<file path="src/rtl/knight.sv">
// knight: loads a 64-byte board over the master port, then writes one updated board per
// legal knight move. Define KNIGHT_MOVE_COUNT_EN to make a register 0 read return the board count.
module knight (
  input  logic        clk,
  input  logic        rst,
  output logic        slave_waitrequest,
  input  logic [3:0]  slave_address,
  input  logic        slave_read,
  output logic [31:0] slave_readdata,
  input  logic        slave_write,
  input  logic [31:0] slave_writedata,
  input  logic        master_waitrequest,
  output logic [31:0] master_address,
  output logic        master_read,
  input  logic [31:0] master_readdata,
  input  logic        master_readdatavalid,
  output logic        master_write,
  output logic [31:0] master_writedata,
  output logic [2:0]  o_dbg_state
);
  // Handshake: a master or slave transfer completes on a rising edge where its strobe is high
  // and its waitrequest is low; address/data stay stable while waitrequest is high.
  localparam logic [2:0] S_IDLE  = 3'd0;
  localparam logic [2:0] S_LOAD  = 3'd1;
  localparam logic [2:0] S_SCAN  = 3'd2;
  localparam logic [2:0] S_WRITE = 3'd3;
  localparam logic [2:0] S_DONE  = 3'd4;

  logic [2:0]  r_state;
  logic [31:0] r_src;
  logic [31:0] r_dst;
  logic [31:0] r_wbase;
  logic [2:0]  r_px;
  logic [2:0]  r_py;
  logic [7:0]  r_board [64];
  logic [5:0]  r_idx;
  logic        r_wait_data;
  logic [2:0]  r_mv;
  logic [5:0]  r_tgt;
`ifdef KNIGHT_MOVE_COUNT_EN
  logic [3:0]  r_count;
`endif

  logic              w_idle;
  logic [5:0]        w_src_sq;
  logic [7:0]        w_piece;
  logic signed [4:0] w_dx;
  logic signed [4:0] w_dy;
  logic signed [4:0] w_tx;
  logic signed [4:0] w_ty;
  logic              w_on_board;
  logic [5:0]        w_tgt_sq;
  logic [7:0]        w_tgt;
  logic              w_legal;
  logic              w_rd_acc;
  logic              w_rd_cap;
  logic              w_wr_acc;
  logic [7:0]        w_wbyte;
  logic              w_unused;

  assign w_idle   = (r_state == S_IDLE);
  assign w_src_sq = {r_py, r_px};
  assign w_piece  = r_board[w_src_sq];

  always_comb begin
    w_dx = 5'sd0;
    w_dy = 5'sd0;
    case (r_mv)
      3'd0: begin w_dx =  5'sd1; w_dy =  5'sd2; end
      3'd1: begin w_dx =  5'sd2; w_dy =  5'sd1; end
      3'd2: begin w_dx =  5'sd2; w_dy = -5'sd1; end
      3'd3: begin w_dx =  5'sd1; w_dy = -5'sd2; end
      3'd4: begin w_dx = -5'sd1; w_dy = -5'sd2; end
      3'd5: begin w_dx = -5'sd2; w_dy = -5'sd1; end
      3'd6: begin w_dx = -5'sd2; w_dy =  5'sd1; end
      default: begin w_dx = -5'sd1; w_dy = 5'sd2; end
    endcase
  end

  assign w_tx       = $signed({2'b00, r_px}) + w_dx;
  assign w_ty       = $signed({2'b00, r_py}) + w_dy;
  assign w_on_board = (w_tx[4:3] == 2'b00) && (w_ty[4:3] == 2'b00);
  assign w_tgt_sq   = {w_ty[2:0], w_tx[2:0]};
  assign w_tgt      = r_board[w_tgt_sq];
  // Empty target, or an enemy piece (sign bits differ) that gets captured.
  assign w_legal    = w_on_board && ((w_tgt == 8'd0) || (w_tgt[7] != w_piece[7]));

  assign w_rd_acc = master_read && !master_waitrequest;
  assign w_rd_cap = (r_state == S_LOAD) && (r_wait_data || w_rd_acc) && master_readdatavalid;
  assign w_wr_acc = master_write && !master_waitrequest;

  always_comb begin
    w_wbyte = r_board[r_idx];
    if (r_idx == w_src_sq)
      w_wbyte = 8'd0;
    else if (r_idx == r_tgt)
      w_wbyte = w_piece;
  end

  always_ff @(posedge clk) begin
    if (rst) begin
      r_state     <= S_IDLE;
      r_src       <= 32'd0;
      r_dst       <= 32'd0;
      r_wbase     <= 32'd0;
      r_px        <= 3'd0;
      r_py        <= 3'd0;
      r_idx       <= 6'd0;
      r_wait_data <= 1'b0;
      r_mv        <= 3'd0;
      r_tgt       <= 6'd0;
      for (int i = 0; i < 64; i++) r_board[i] <= 8'd0;
`ifdef KNIGHT_MOVE_COUNT_EN
      r_count     <= 4'd0;
`endif
    end else begin
      case (r_state)
        S_IDLE: begin
          if (slave_write) begin
            case (slave_address)
              4'd0: begin
                r_state     <= S_LOAD;
                r_idx       <= 6'd0;
                r_wait_data <= 1'b0;
`ifdef KNIGHT_MOVE_COUNT_EN
                r_count     <= 4'd0;
`endif
              end
              4'd1: r_src <= slave_writedata;
              4'd2: r_dst <= slave_writedata;
              4'd3: r_px  <= slave_writedata[2:0];
              4'd4: r_py  <= slave_writedata[2:0];
              default: ;
            endcase
          end
        end
        S_LOAD: begin
          if (w_rd_cap) begin
            r_board[r_idx] <= master_readdata[7:0];
            r_wait_data    <= 1'b0;
            r_idx          <= r_idx + 6'd1;
            if (r_idx == 6'd63) begin
              r_state <= S_SCAN;
              r_mv    <= 3'd0;
              r_wbase <= r_dst;
            end
          end else if (w_rd_acc) begin
            r_wait_data <= 1'b1;
          end
        end
        S_SCAN: begin
          if (w_piece == 8'd0) begin
            r_state <= S_DONE;
          end else if (w_legal) begin
            r_state <= S_WRITE;
            r_tgt   <= w_tgt_sq;
            r_idx   <= 6'd0;
          end else if (r_mv == 3'd7) begin
            r_state <= S_DONE;
          end else begin
            r_mv <= r_mv + 3'd1;
          end
        end
        S_WRITE: begin
          if (w_wr_acc) begin
            r_idx <= r_idx + 6'd1;
            if (r_idx == 6'd63) begin
              r_wbase <= r_wbase + 32'd64;
`ifdef KNIGHT_MOVE_COUNT_EN
              r_count <= r_count + 4'd1;
`endif
              if (r_mv == 3'd7) begin
                r_state <= S_DONE;
              end else begin
                r_state <= S_SCAN;
                r_mv    <= r_mv + 3'd1;
              end
            end
          end
        end
        S_DONE:  r_state <= S_IDLE;
        default: r_state <= S_IDLE;
      endcase
    end
  end

  // Outputs are gated by rst so strobes drop in the very cycle reset is applied.
  assign slave_waitrequest = !rst && !w_idle;
  assign master_read       = !rst && (r_state == S_LOAD) && !r_wait_data;
  assign master_write      = !rst && (r_state == S_WRITE);
  assign master_writedata  = {24'd0, w_wbyte};
  assign o_dbg_state       = r_state;

  always_comb begin
    master_address = 32'd0;
    if (!rst && r_state == S_LOAD)
      master_address = r_src + {26'd0, r_idx};
    else if (!rst && r_state == S_WRITE)
      master_address = r_wbase + {26'd0, r_idx};
  end

`ifdef KNIGHT_MOVE_COUNT_EN
  assign slave_readdata = (!rst && w_idle && slave_read && slave_address == 4'd0) ?
                          {28'd0, r_count} : 32'd0;
`else
  assign slave_readdata = 32'd0;
`endif

  assign w_unused = ^{master_readdata[31:8], slave_read};
endmodule

</file>
<file path="config.mk">
export PLATFORM = sky130hd
export DESIGN_NAME = knight
export DESIGN_NICKNAME = d
export VERILOG_FILES = /design/src/rtl/knight.sv
export SDC_FILE = /design/constraint.sdc
export NUM_CORES = 1
export LEC_CHECK = 0
export CAP_MARGIN = 20
export CORE_MARGIN = 4
export CORE_UTILIZATION = 55
export CTS_CLUSTER_DIAMETER = 50
export DETAILED_ROUTE_END_ITERATION = 7
export HOLD_SLACK_MARGIN = 0.06
export PLACE_DENSITY = 0.76
export SKIP_CTS_REPAIR_TIMING = 1
export SLEW_MARGIN = 10
export SYNTH_ARGS = -nofsm -noshare
export SYNTH_HDL_FRONTEND = slang
export SYNTH_SLANG_ARGS = --single-unit
</file>
<file path="constraint.sdc">
create_clock -name clk -period 4.3 [get_ports clk]
set_input_delay 0.43 -clock clk [delete_from_list [all_inputs] [get_ports clk]]
set_output_delay 0.43 -clock clk [all_outputs]
set_load 0.01 [all_outputs]
</file>
==> impl_metrics.py <==
metrics = {
    "yosys": {
        "syn_area_per_cell_um2": 12.1,
        "ys_ff_latch": 639,
        "synthArstFlopShare_pct": 0,
        "synthCells": 3219,
        "synth_area_mm2": 0.0389,
        "synth_cell_types": 88,
        "synth_edf_count": 512,
        "ys_top_cells_by_area": "edfxtp_1, mux4_2, and2_1, dfxtp_1, a21oi_1",
        "ys_seq_area_share_pct": 46.1,
        "ys_warn_count": 0,
        "synth_ff_type": "edfxtp_1",
        "synth_top_area_cell": "edfxtp_1",
        "yosys.area.top_type_share_pct": 39.6,
    },
    "placement": {
        "placedInstanceArea_mm2": 0.0414,
        "gp_congestion": 1.06,
        "dpl.hpwl_mm": 94.3,
        "port_buffers": 94,
    },
    "worst_hold_path": {
        "holdCritPathClass": "in -> reg",
        "hold_depth": 2,
    },
    "routing": {
        "dr.pass1.iters": 7,
        "drt_iter0_drc": 4561,
        "wirelength_mm": 133,
        "postRouteAntennaNets": 0,
        "drc": 0,
        "vias": 30400,
        "routedWlPerCell_um": 30.4,
        "vias_per_cell": 6.93,
    },
    "clock_network": {
        "cts_sinks": 639,
        "h-tree-depth": 3,
        "clockBufferDepth": 3,
        "clk_pin_slew_worst_paths_ns": 0.06,
        "cts-root-buf": "clkbuf_16",
        "cts_buffers": 79,
        "clock_latency_ns": 0.65,
        "cts_tree": "done",
    },
    "cells_and_area": {
        "area_growth_pct": 16.6,
        "finalInstanceArea_mm2": 0.0453,
        "layout-drive-gt1-share_pct": 26.6,
        "layout.nets": 3486,
    },
    "die": {
        "start_util_pct": 55.5,
        "die-area_mm2": 0.0750,
        "dieWidth_um": 274,
        "die_y_um": 274,
        "io_pins": 176,
        "fp.coreArea_mm2": 0.0700,
        "rows": 97,
    },
    "pwr": {
        "leakage_uw": 0.0157,
        "vdd_drop_max_uv": 332,
        "cellPowerDensity_mw_per_mm2": 364,
        "power_uw": 16500,
    },
    "critical_path": {
        "arrival_ns": 5.19,
        "critPathKind": "reg -> reg",
        "slowest_delay_ns": 0.96,
        "crit_family": "adder cells",
        "crit_cells": 18,
        "cpMaxStageDelayCell": "fa_4",
        "start_kind": "flip-flop",
        "worstPathMaxFanout": 6,
        "crit_path_end_kind": "flip-flop",
        "r2r_cells": 18,
        "worst-path-buf-inv": 5,
        "path_cells": "ha_4, ha_4, a21oi_4, nand2b_4, inv_2, fa_4, clkbuf_16, buf_12, mux4_2, mux4_2, nor2_2, nand4_1, o211ai_1, buf_4, a2bb2oi_4, a211oi_4, buf_6, a311oi_2",
        "cp.required_ns": 4.80,
    },
    "sta": {
        "rsz0062_at_grt": "yes",
        "min_period_ns": 4.69,
        "maxSlewViolCount": 0,
        "fin_crit_sh_pct": 109,
        "fin_skew_ns": 0.0369,
        "setup_ws_ns": -0.388,
        "finalSetupTns_ns": -6.95,
        "setup_viol": 24,
        "fmax_ghz": 0.213,
        "tightest_slew_ns": 1.17,
        "max-slew-margin-rel_pct": 21.9,
        "hold_viol": 0,
    },
    "outcome": {
        "status": "finished, violations left",
        "violations": "setup timing",
    },
    "global_routing": {
        "grt_max_degree": 89,
        "antenna_found_initial": 4,
        "grt_pass1_vias": 28700,
        "overflow": 0,
        "grt_pass1_wl_mm": 191,
        "grtUsageTotal_pct": 34.5,
    },
    "run": {
        "max-cap-violations": 0,
    },
}
-- Yosys cell counts (59+ instances only) --
library cell    n
or2_2          68
mux4_2        348
a21oi_1       181
clkbuf_1      165
nor4_1         59
nor3_1         85
nor2_1        227
nand2_1       212
edfxtp_1      512
dfxtp_1       127
buf_4          63
and2_1        516
-- cells in the final DEF, fill, tap and decap left out, types with 31 or more instances in the layout --
| cell | n |
|---|---|
| and2_1 | 516 |
| inv_1 | 31 |
| a21oi_1 | 172 |
| nand3_1 | 45 |
| dfxtp_1 | 116 |
| or2_2 | 68 |
| clkbuf_16 | 89 |
| o21ai_0 | 46 |
| nor2_1 | 224 |
| o22ai_1 | 32 |
| mux4_2 | 348 |
| nor3_1 | 74 |
| xor2_1 | 32 |
| xnor2_1 | 38 |
| mux2i_1 | 32 |
| buf_4 | 192 |
| conb_1 | 56 |
| nor4_1 | 55 |
| nand2_1 | 208 |
| edfxtp_1 | 512 |
| clkdlybuf4s50_1 | 66 |
-- registers in the layout, indices dropped and copies added, names as in the netlist, named ones only --
| signal | count |
|---|---|
| o_dbg_state | 3 |
| r_board | 512 |
| r_dst | 32 |
| r_idx | 6 |
| r_mv | 3 |
| r_px | 3 |
| r_py | 3 |
| r_src | 32 |
| r_tgt | 6 |
| r_wait_data | 1 |
| r_wbase | 32 |
-- power breakdown --
| group | switching (uW) | internal, uW |
|---|---|---|
| combinational | 1400 | 1030 |
| sequential | 304 | 6930 |
| clock | 2770 | 4070 |
-- stage by stage --
stage | utilization [%] | hold WS [ns] | cells | setup slack [ns]
global route | 64.7 | 0.185 | 4387 | -0.467
detailed placement | 59.1 | 0.449 | 4194 | -0.584
global placement | 59.1 | 0.443 | 4194 | -0.402
floorplan | - | 0.432 | 3274 | 0.0180
CTS | 62.9 | 0.146 | 4341 | -0.633
finish | 64.7 | 0.188 | 4388 | -0.388
-- kinds of logic after synthesis --
kind of cell,Yosys count,synth area share (%)
AOI/OAI and AO/OA,409,6.67
DFF,639,46.1
xor gates and xnor gates,73,1.65
and+or+nand+nor,1319,18.2
muxes,401,21.9
adders and majority gates,32,1.11
other,1,0.00965
buffers and inverters,345,4.37
-- layer usage --
metal | up-vias | GRT usage [%] | part of all wire, %
met5 | - | 0 | 0.14
met4 | 8 | 22.0 | 8.0
met3 | 546 | 7.38 | 12
met2 | 2579 | 54.6 | 46
met1 | 14900 | 43.5 | 34
li1 | 12400 | - | -
-- layout make-up --
type	count	area, um2
fill	5112	24700
multi-input combinational	2290	20100
sequential	639	17900
timing repair buffer	332	3300
clock buffer	100	2140
tap	940	1180
clock inverter	47	548
inverter	38	143
antenna	2	5.00
-- final timing paths --
check,endpoint,startpoint,slack [ns]
worst max-delay path,flip-flop,r_mv[0],-0.39
worst max register to register,flip-flop,r_mv[0],-0.39
worst min-delay path,r_wbase[20],rst,0.19
worst min register to register,r_wbase[3],r_dst[3],0.46
(Power assumes the default switching activity.)
